[src/rtl/pool_engine_if.sv]
// Streaming handshake bundle for pool_engine: input beat channel and result channel.
interface pool_engine_if #(
  parameter int unsigned depth = 3,
  parameter int unsigned W     = 16
) ();
  localparam int unsigned D = 1 << depth;

  logic [W*D-1:0] ip;
  logic           ipValid;
  logic           ipReady;
  logic [W*D-1:0] op;
  logic           opValid;
  logic           opReady;

  modport slave (
    input  ip,
    input  ipValid,
    output ipReady,
    output op,
    output opValid,
    input  opReady
  );

  modport master (
    output ip,
    output ipValid,
    input  ipReady,
    input  op,
    input  opValid,
    output opReady
  );
endinterface

[src/rtl/pool_engine.sv]
// Per-lane windowed pooling engine: max / average / saturating sum / bypass over
// 1<<winShift beats, with a registered result and a zero-bubble handshake.
module pool_engine #(
  parameter int unsigned depth = 3,
  parameter int unsigned W     = 16,
  parameter int unsigned WS    = 2,
  localparam int unsigned D    = 1 << depth,
  localparam int unsigned SW   = (WS > 0) ? $clog2(WS + 1) : 1
) (
  input  logic          CLK,
  input  logic          RST,
  pool_engine_if.slave  bus,
  input  logic [1:0]    mode,
  input  logic [SW-1:0] winShift,
  input  logic          flush,
  output logic          busy
);
  localparam int unsigned AW = W + WS;

  typedef enum logic {StAcc, StOut} state_e;

  state_e               state_q, state_d;
  logic [WS:0]          count_q, count_d;
  logic [1:0]           mode_q, mode_d;
  logic [SW-1:0]        shift_q, shift_d;
  logic signed [AW-1:0] acc_q [D];
  logic signed [AW-1:0] acc_d [D];
  logic [W*D-1:0]       op_q, op_d;

  logic                 first, in_ready, accept, closing;
  logic [SW-1:0]        lim_shift, cur_shift;
  logic [1:0]           cur_mode;
  logic signed [W-1:0]  xw  [D];
  logic signed [AW-1:0] x   [D];
  logic signed [AW-1:0] nxt [D];
  logic signed [AW-1:0] avg [D];
  logic [W*D-1:0]       res;

  always_comb begin
    first     = (count_q == '0);
    lim_shift = (32'(winShift) > WS) ? SW'(WS) : winShift;
    // Window shape is latched on the first beat; later beats reuse the held copy.
    cur_mode  = first ? mode : mode_q;
    cur_shift = first ? ((mode == 2'd3) ? '0 : lim_shift) : shift_q;
    in_ready  = (state_q == StAcc && !flush) || (state_q == StOut && bus.opReady);
    accept    = bus.ipValid && in_ready;
    closing   = (count_q + (WS+1)'(1)) == ((WS+1)'(1) << cur_shift);
    res       = '0;

    for (int i = 0; i < D; i++) begin
      xw[i] = bus.ip[W*i +: W];
      x[i]  = AW'(xw[i]);
      unique case (cur_mode)
        2'd0:    nxt[i] = (first || x[i] > acc_q[i]) ? x[i] : acc_q[i];
        2'd3:    nxt[i] = x[i];
        default: nxt[i] = first ? x[i] : acc_q[i] + x[i];
      endcase
      avg[i] = nxt[i] >>> cur_shift;
      unique case (cur_mode)
        2'd1: res[W*i +: W] = avg[i][W-1:0];
        2'd2: begin
          if ((&nxt[i][AW-1:W-1]) || !(|nxt[i][AW-1:W-1])) res[W*i +: W] = nxt[i][W-1:0];
          else if (nxt[i][AW-1])                           res[W*i +: W] = {1'b1, {(W-1){1'b0}}};
          else                                             res[W*i +: W] = {1'b0, {(W-1){1'b1}}};
        end
        default: res[W*i +: W] = nxt[i][W-1:0];
      endcase
    end

    state_d = state_q;
    count_d = count_q;
    mode_d  = mode_q;
    shift_d = shift_q;
    acc_d   = acc_q;
    op_d    = op_q;

    if (state_q == StOut && bus.opReady && !accept) state_d = StAcc;

    if (state_q == StAcc && flush) begin
      count_d = '0;
      for (int i = 0; i < D; i++) acc_d[i] = '0;
    end else if (accept) begin
      mode_d  = cur_mode;
      shift_d = cur_shift;
      acc_d   = nxt;
      if (closing) begin
        count_d = '0;
        op_d    = res;
        state_d = StOut;
      end else begin
        count_d = count_q + (WS+1)'(1);
        state_d = StAcc;
      end
    end
  end

  always_ff @(posedge CLK) begin
    if (RST) begin
      state_q <= StAcc;
      count_q <= '0;
      mode_q  <= '0;
      shift_q <= '0;
      op_q    <= '0;
      for (int i = 0; i < D; i++) acc_q[i] <= '0;
    end else begin
      state_q <= state_d;
      count_q <= count_d;
      mode_q  <= mode_d;
      shift_q <= shift_d;
      op_q    <= op_d;
      acc_q   <= acc_d;
    end
  end

  assign bus.ipReady = in_ready;
  assign bus.op      = op_q;
  assign bus.opValid = (state_q == StOut);
  assign busy        = (count_q != '0) || (state_q == StOut);

endmodule

[src/flat_wrapper.sv]
// flat-port wrapper written by rule: the top's interface ports become plain ports
module pool_engine_flat 
#(
  parameter int unsigned depth = 3,
  parameter int unsigned W     = 16,
  parameter int unsigned WS    = 2,
  localparam int unsigned D    = 1 << depth,
  localparam int unsigned SW   = (WS > 0) ? $clog2(WS + 1) : 1
)
  (CLK, RST, mode, winShift, flush, busy, bus_ip, bus_ipValid, bus_ipReady, bus_op, bus_opValid, bus_opReady);
  pool_engine_if #(.depth(depth), .W(W)) bus_i ();
  input  logic CLK;
  input  logic RST;
  input  logic [1:0] mode;
  input  logic [SW-1:0] winShift;
  input  logic flush;
  output logic busy;
  input wire logic [$bits(bus_i.ip)-1:0] bus_ip;
  input wire logic [$bits(bus_i.ipValid)-1:0] bus_ipValid;
  output wire logic [$bits(bus_i.ipReady)-1:0] bus_ipReady;
  output wire logic [$bits(bus_i.op)-1:0] bus_op;
  output wire logic [$bits(bus_i.opValid)-1:0] bus_opValid;
  input wire logic [$bits(bus_i.opReady)-1:0] bus_opReady;
  assign bus_i.ip = bus_ip;
  assign bus_i.ipValid = bus_ipValid;
  assign bus_ipReady = bus_i.ipReady;
  assign bus_op = bus_i.op;
  assign bus_opValid = bus_i.opValid;
  assign bus_i.opReady = bus_opReady;
  pool_engine #(.depth(depth), .W(W), .WS(WS)) u_core (.CLK(CLK), .RST(RST), .bus(bus_i), .mode(mode), .winShift(winShift), .flush(flush), .busy(busy));
endmodule
[config.mk]
export PLATFORM = sky130hd
export DESIGN_NAME = pool_engine_flat
export DESIGN_NICKNAME = d
export VERILOG_FILES = /design/src/rtl/pool_engine_if.sv /design/src/rtl/pool_engine.sv /design/src/flat_wrapper.sv
export SDC_FILE = /design/constraint.sdc
export NUM_CORES = 2
export LEC_CHECK = 0
export BUFFER_PORTS_ARGS = -buffer_cell sky130_fd_sc_hd__buf_2
export CAP_MARGIN = 30
export CELL_PAD_IN_SITES_DETAIL_PLACEMENT = 2
export CELL_PAD_IN_SITES_GLOBAL_PLACEMENT = 2
export CORE_MARGIN = 4
export CORE_UTILIZATION = 36
export DETAILED_ROUTE_END_ITERATION = 10
export HOLD_SLACK_MARGIN = 0.03
export MAX_ROUTING_LAYER = met4
export PLACE_DENSITY = 0.86
export SLEW_MARGIN = 20
export SYNTH_ARGS = -nofsm -noshare
export SYNTH_HDL_FRONTEND = slang
export SYNTH_SLANG_ARGS = --single-unit
[constraint.sdc]
create_clock -name CLK -period 7.14 [get_ports CLK]
set_clock_uncertainty 0.15 [all_clocks]
set_input_delay 1.428 -clock CLK [delete_from_list [all_inputs] [get_ports CLK]]
set_output_delay 1.428 -clock CLK [all_outputs]
set_load 0.05 [all_outputs]
== Word-level counts from Yosys, hierarchy flattened ==
Index checks and enable logic that the tools add are counted.

* Output and inout port bits: 131
* Bits of input ports: 137
* Bits in registers: 280
* Logic and storage cells: 159

* Equality and inequality tests: 5
* Magnitude comparators: 9
* Muxes and demuxes: 57
* Add/subtract/negate cells: 9
* Reductions and logical operators: 55
* Shifts and indexed selects: 9
* Bitwise gates (word level): 2

{| class="wikitable"
|+ Operators with widths
! kind !! count
|-
| 18-bit 2-to-1 mux || 16
|-
| 18-bit case mux with 2 select lines || 8
|-
| 16-bit 2-to-1 mux || 16
|-
| 16-bit case mux with 2 select lines || 8
|-
| 18-bit by 16-bit adder with 18-bit output || 8
|-
| 16-bit by 18-bit > comparator with 1-bit output || 8
|-
| 18-bit by 2-bit >>> shifter with 16-bit output || 8
|-
| 3-bit AND reduction || 9
|-
| 3-bit OR reduction || 8
|-
| 1-bit logical OR || 18
|-
| 1-bit zero test || 10
|-
| 2-bit 2-to-1 mux || 4
|-
| 2-bit == test (second input constant) || 3
|-
| 1-bit logical AND || 5
|-
| 1-bit 2-to-1 mux || 4
|-
| 3-bit by 1-bit adder with 3-bit output (second input constant) || 1
|-
| 3-bit == test || 1
|-
| 3-bit zero test || 1
|-
| 3-bit 2-to-1 mux || 1
|-
| 3-bit nonzero test || 1
|-
| 1-bit by 2-bit << shifter with 3-bit output (first input constant) || 1
|-
| 2-bit by 1-bit == test with 1-bit output (second input constant) || 1
|-
| 2-bit > comparator (second input constant) || 1
|-
| 2-bit zero test || 1
|-
| other kinds (3) || 4
|}

== Longest topological paths before layout ==
* Depth after elaboration: 9
* Gate-level depth with buffers: 25

== Least setup slack after synthesis ==
No wires, ideal clock.

* Kind: register -> register
* From: register u_core.count_q[0]
* To: register u_core.op_q[53], in the netlist u_core.bus.op[53]
* Data required time: 6.862 ns
* Clock period less this slack: 5.419 ns
* Setup time: 0.128 ns
* Data arrival time: 5.142 ns
* Buffers on the path: 13
* Cell stages (with the launch flop): 25
* Slack: 1.721 ns
* Cells stage by stage: dfxtp_1 inv_1 ha_1 nor2b_1 buf_2 buf_2 buf_2 buf_2 buf_2 buf_2 buf_2 mux2i_1 ha_1 clkbuf_1 buf_2 buf_2 clkbuf_1 clkbuf_1 clkbuf_1 o211ai_1 o31ai_1 o22ai_1 o21ai_0 a2bb2oi_1 o31ai_1

* Longest elaborated chain between the ends: 9
* Elaborated cells between the ends (all ways): 23

{| class="wikitable"
|+ RTL lines
! element !! RTL line !! source
|-
| start, declared || pool_engine.sv:23 || <nowiki>logic [WS:0] count_q, count_d;</nowiki>
|-
| start signal, assigned || pool_engine.sv:107 || <nowiki>count_q <= count_d;</nowiki>
|-
| 3-bit zero test || pool_engine.sv:40 || <nowiki>first = (count_q == '0);</nowiki>
|-
| 2-bit 2-to-1 mux or 1-bit logical OR (tied branches) || pool_engine.sv:43, pool_engine.sv:54 ||
|-
| 2-bit == test (tied with other cells) || pool_engine.sv:53 || <nowiki>unique case (cur_mode)</nowiki>
|-
| 18-bit case mux with 2 select lines || pool_engine.sv:53 ||
|-
| 3-bit OR reduction || pool_engine.sv:62 || <nowiki>if ((&nxt[i][AW-1:W-1]) || !(|nxt[i][AW-1:W-1])) res[W*i +: W] = nxt[i][W-1:0];</nowiki>
|-
| 1-bit zero test || pool_engine.sv:62 ||
|-
| 1-bit logical OR || pool_engine.sv:62 ||
|-
| 16-bit 2-to-1 mux || pool_engine.sv:62 ||
|-
| 16-bit case mux with 2 select lines || pool_engine.sv:59 || <nowiki>unique case (cur_mode)</nowiki>
|-
| end signal, assigned || pool_engine.sv:110 || <nowiki>op_q <= op_d;</nowiki>
|-
| end, declared || pool_engine.sv:28 || <nowiki>logic [W*D-1:0] op_q, op_d;</nowiki>
|}

Several ways; a longest one is shown, not always the timed one.
A chain may end at the register's enable or synchronous reset.

== Final worst setup path ==
* From: register u_core.count_q[0]
* To: register u_core.op_q[57], in the netlist u_core.bus.op[57]

The elaborated chain is that of the path after synthesis.

==> metrics list <==
* Status: completed
- After routing the design area is 35800 um2.
* Chip height: 306 um
- Worst r2r src: u_core.count_q[0]
* Number of nets produced by synthesis: 4977
- The critical path starts at u_core.count_q[0].
- Total gr overflow: 0
* Standard cell core area: 88400 um2
- In the global route stage, overall resource usage came out at 36.7%.
- For this design the ratio of total power to cell area is 192 nW/um2.
* CTS Root Buffer Type: sky130_fd_sc_hd__clkbuf_16
* Skew-Pair Late Insertion Delay: 0.58 ns
- Unrepaired setup endpoints after global routing: no
* Remaining antenna violation count: 0
- Library cell with the largest summed area after synthesis: sky130_fd_sc_hd__dfxtp_1
* Highest clock rate: 175 MHz
* Worst setup EP type: flop
- The internal portion of the total power is 3.72 mW.
- Multiplexer share of the synthesized area: 4.78%
* Final hold viol count: 0
* Transition time at the pin with the least slew margin: 1.18 ns
- The number of global-route vias before repair is 41800.
- The routed layout has 39700 vias.
* Synth top area share: 17.5%
- Cell Area, Synth: 32100 um2
- Number of maximum-capacitance violations: 0
* Port bufs: 267
* Top post-synthesis cells by area: sky130_fd_sc_hd__dfxtp_1, sky130_fd_sc_hd__ha_1, sky130_fd_sc_hd__a21oi_1
- After Yosys synthesis, and, or, nand and nor cells account for 21.2% of the synthesized area.
* Routability cong.: 0.938
* Synth Flop Type: sky130_fd_sc_hd__dfxtp_1
- Routed wire length on met3: 15800 um
- Share of async-settable or async-resettable flops after synthesis: 0%
- Detailed-routing iteration count for the pre-antenna-repair pass: 6
- Count of unique library cells instantiated by Yosys: 118
- After detailed routing, the average wire length per cell comes to 30.4 um.
* Post-Syn Instances: 4546
- Number of flip-flops and latches in the synthesized netlist: 280
- Summing all placed instances gives a cell area of 34400 um2.
- Die area: 93900 um2
- Sequential fraction of design power: 25.8%
- WP data required: 7.47 ns
* Worst slew margin relative to its limit: 21.6%
- Placed wire-length estimate: 126000 um
- Number of setup violations in the final report: 0
- In the final design database the tool counted 5060 nets.
- Main combinational cell family by area after synthesis: compound AO/OA/AOI/OAI gates
* Clock tree from TritonCTS: yes
- Hold Crit Endpoint: u_core.acc_q[46]
- Synth Area in XOR/XNOR: 2.27%
* Reg2Reg Capture Point: u_core.bus.op[57]
* Kind of launch point of the worst setup path: flop
* Proportion of power drawn by the clock network: 30.7%
* Post-CTS Setup Inserts: 0
- Metal2 WL: 79300 um
* Worst vdd ir: 0.133 mV
- I/O pin count: 268
- Summed over all layers, the routed wires come to 177000 um.
- Counting the fill cells in the layout gives 10600.
- Switching share of total power: 45.9%
* CTS H-tree lvls: 2
- Hold Crit Class: reg -> reg
* Comb pwr share: 43.5%
* Hold Path Depth: 2
- After synthesis, flip-flops and latches occupy 17.5% of the total area.
- Violation count after the first detailed-routing iteration: 3985
* Max clock buf depth: 3
* Proportion of layout cells with a drive suffix above 1: 12.5%
- Global-route wire length before repair: 263000 um
- Hold is met by 0.334 ns.
- Die outline width: 306 um
* Launch instance of the worst min-delay path: u_core.acc_q[46]
- The number of antenna violations at the first check in global routing is 5.
- Of all nets on the critical path, the largest fanout is 29.
- TritonCTS created 39 clock buffers.
* Number of core rows: 109
- For this configuration, the core starts out at a cell density of 36.3%.
- Total of hold buffers inserted after clock tree synthesis: 0
* TritonCTS sink count: 280
- STA puts the critical path data arrival time at 6.03 ns.
- Period minus WS final: 5.70 ns
* DR vias/cell: 6.81
- The synthesized design contains 0 enable-type register cells.
- Top routing layer in use: met4
- Area growth from synthesis to layout: 11.5%
* Metal1 wirelength: 70900 um
- Of the available clock period, the critical path in the final layout requires 79.8%.
* Class of the most critical setup path: reg -> reg
- Pins over their slew limit: 0
- For this run, design rule violations remaining after detail routing come to 0.
- The synthesized netlist devotes 35.5% of its cell area to compound gates.
- Clock-pin slew was measured on the worst setup and hold paths at 0.07 ns.
- The library cell used most frequently in the layout, excluding fill and tap cells, is sky130_fd_sc_hd__nand2_1.
- Entering global routing, the biggest net connects 185 pins.
- P_leak: 14.2 nW
- The analysis attributes to net switching a power of 3.15 mW.
- The synthesized netlist devotes 11.7% of its cell area to adder and majority cells.
- Across all register-to-register paths, the minimum setup slack is 1.44 ns.
- For the final routed database, the setup TNS stands at 0 ns.
- The number of gates resized after CTS was 0.
- Yosys printed 0 warnings.
- Mean instance size in the synthesized netlist: 7.05 um2
- For the worst flop-to-flop path, the logic depth is 15.
- Commonest cells after routing, fill and taps aside: sky130_fd_sc_hd__nand2_1, sky130_fd_sc_hd__a21oi_1, sky130_fd_sc_hd__nor2_1, sky130_fd_sc_hd__o21ai_0, sky130_fd_sc_hd__ha_1
==> routing by layer <==
layer,track usage [%],up-vias
li1,-,16900
met2,56.9,2182
met4,20.3,0
met3,6.59,624
met1,45.2,20000
met5,-,-
==> flip-flops by register name (all words and copies together) (netlist names) <==
register,count
u_core.mode_q,2
u_core.count_q,3
u_core.acc_q,144
u_core.shift_q,2
u_core.bus.opValid,1
u_core.bus.op,128
==> synthesized netlist by cell type, types with 25 or more instances <==
library cell and instances:
sky130_fd_sc_hd__a21oi_1 462, sky130_fd_sc_hd__a31oi_1 42, sky130_fd_sc_hd__a211oi_1 125, sky130_fd_sc_hd__a311oi_1 28, sky130_fd_sc_hd__ha_1 286, sky130_fd_sc_hd__nand4_1 30
sky130_fd_sc_hd__nor2_1 470, sky130_fd_sc_hd__dfxtp_1 280, sky130_fd_sc_hd__o21ai_0 299, sky130_fd_sc_hd__o21a_1 35, sky130_fd_sc_hd__a221oi_1 78, sky130_fd_sc_hd__a221o_1 26
sky130_fd_sc_hd__a21o_1 51, sky130_fd_sc_hd__o221ai_1 25, sky130_fd_sc_hd__a2111oi_0 29, sky130_fd_sc_hd__and3_1 32, sky130_fd_sc_hd__o211ai_1 64, sky130_fd_sc_hd__mux2_2 38
sky130_fd_sc_hd__clkbuf_1 191, sky130_fd_sc_hd__o31ai_1 30, sky130_fd_sc_hd__mux2i_1 107, sky130_fd_sc_hd__nand3_1 89, sky130_fd_sc_hd__nand2_1 539, sky130_fd_sc_hd__o22ai_1 29
sky130_fd_sc_hd__nand2b_1 52, sky130_fd_sc_hd__buf_1 35, sky130_fd_sc_hd__nor2b_1 40, sky130_fd_sc_hd__o21bai_1 41, sky130_fd_sc_hd__buf_2 64, sky130_fd_sc_hd__nor4_1 31
sky130_fd_sc_hd__xnor2_1 60, sky130_fd_sc_hd__or3_1 33, sky130_fd_sc_hd__inv_1 277, sky130_fd_sc_hd__nor3_1 91
==> area by class of cell <==
| cell class | instances | area, um2 | share of cell area (%) |
|---|---|---|---|
| tap | 1165 | 1460 | 4.08 |
| multi-input combinational | 3686 | 24300 | 68.0 |
| clock inverter | 14 | 156 | 0.437 |
| inverter | 278 | 1050 | 2.93 |
| timing repair buffer | 344 | 2020 | 5.64 |
| sequential | 280 | 5610 | 15.7 |
| clock buffer | 56 | 1150 | 3.22 |
| antenna | 7 | 17.5 | 0.0490 |
==> worst max-delay path by stage <==
stage                                   end  slack, ns  cells past startpoint
after floorplan           u_core.bus.op[53]       1.72                     24
after global placement    u_core.bus.op[88]       1.13                     13
after detailed placement  u_core.bus.op[93]       0.95                     13
after CTS                 u_core.bus.op[93]       1.55                     13
after global routing      u_core.bus.op[57]       1.10                     15
final                     u_core.bus.op[57]       1.44                     15
==> power by group through the flow <==
stage	clock [mW]	combinational, mW	sequential [mW]
6_report	2.11	2.99	1.77
5_1_grt	2.17	3.16	1.77
4_1_cts	2.10	2.88	1.76
3_5_place_dp	0	2.84	1.79
3_3_place_gp	0	2.71	1.79
2_1_floorplan	0	1.68	1.91
==> worst max-delay path, stage by stage (launching register included) <==
cell and delay (ns):
sky130_fd_sc_hd__dfxtp_1 0.37, sky130_fd_sc_hd__inv_1 0.08, sky130_fd_sc_hd__ha_1 0.25, sky130_fd_sc_hd__nor2b_4 0.29, sky130_fd_sc_hd__mux2i_1 0.51, sky130_fd_sc_hd__ha_4 0.41, sky130_fd_sc_hd__inv_4 0.42, sky130_fd_sc_hd__buf_4 0.52
sky130_fd_sc_hd__a21oi_1 0.10, sky130_fd_sc_hd__a21oi_1 0.17, sky130_fd_sc_hd__o311ai_0 0.16, sky130_fd_sc_hd__nor3_1 0.76, sky130_fd_sc_hd__inv_1 0.25, sky130_fd_sc_hd__nor2_1 0.65, sky130_fd_sc_hd__o21ai_0 0.19, sky130_fd_sc_hd__a311oi_1 0.29
==> cell families (layout without fill, tap and decap cells) <==
logic type      count (synthesis)  count (layout)
xor+xnor                       83              83
buf+inv                       580             692
simple gates                 1504            1504
mux                           147             147
flops                         280             280
compound gates               1658            1658
other cells                     0               7
fa+ha+maj                     294             294
==> stage by stage <==
| step | std cells | power [mW] | util, % | worst slack (ns) |
|---|---|---|---|---|
| final | 5830 | 6.87 | 40.5 | 1.44 |
| after CTS | 5820 | 6.75 | 40.4 | 1.55 |
| after global placement | 5748 | 4.50 | 38.9 | 1.13 |
| after global routing | 5828 | 7.10 | 40.5 | 1.10 |
| after detailed placement | 5750 | 4.63 | 38.9 | 0.954 |
| after floorplan | 4546 | 3.59 | - | 1.72 |
(Power assumes the default switching activity.)
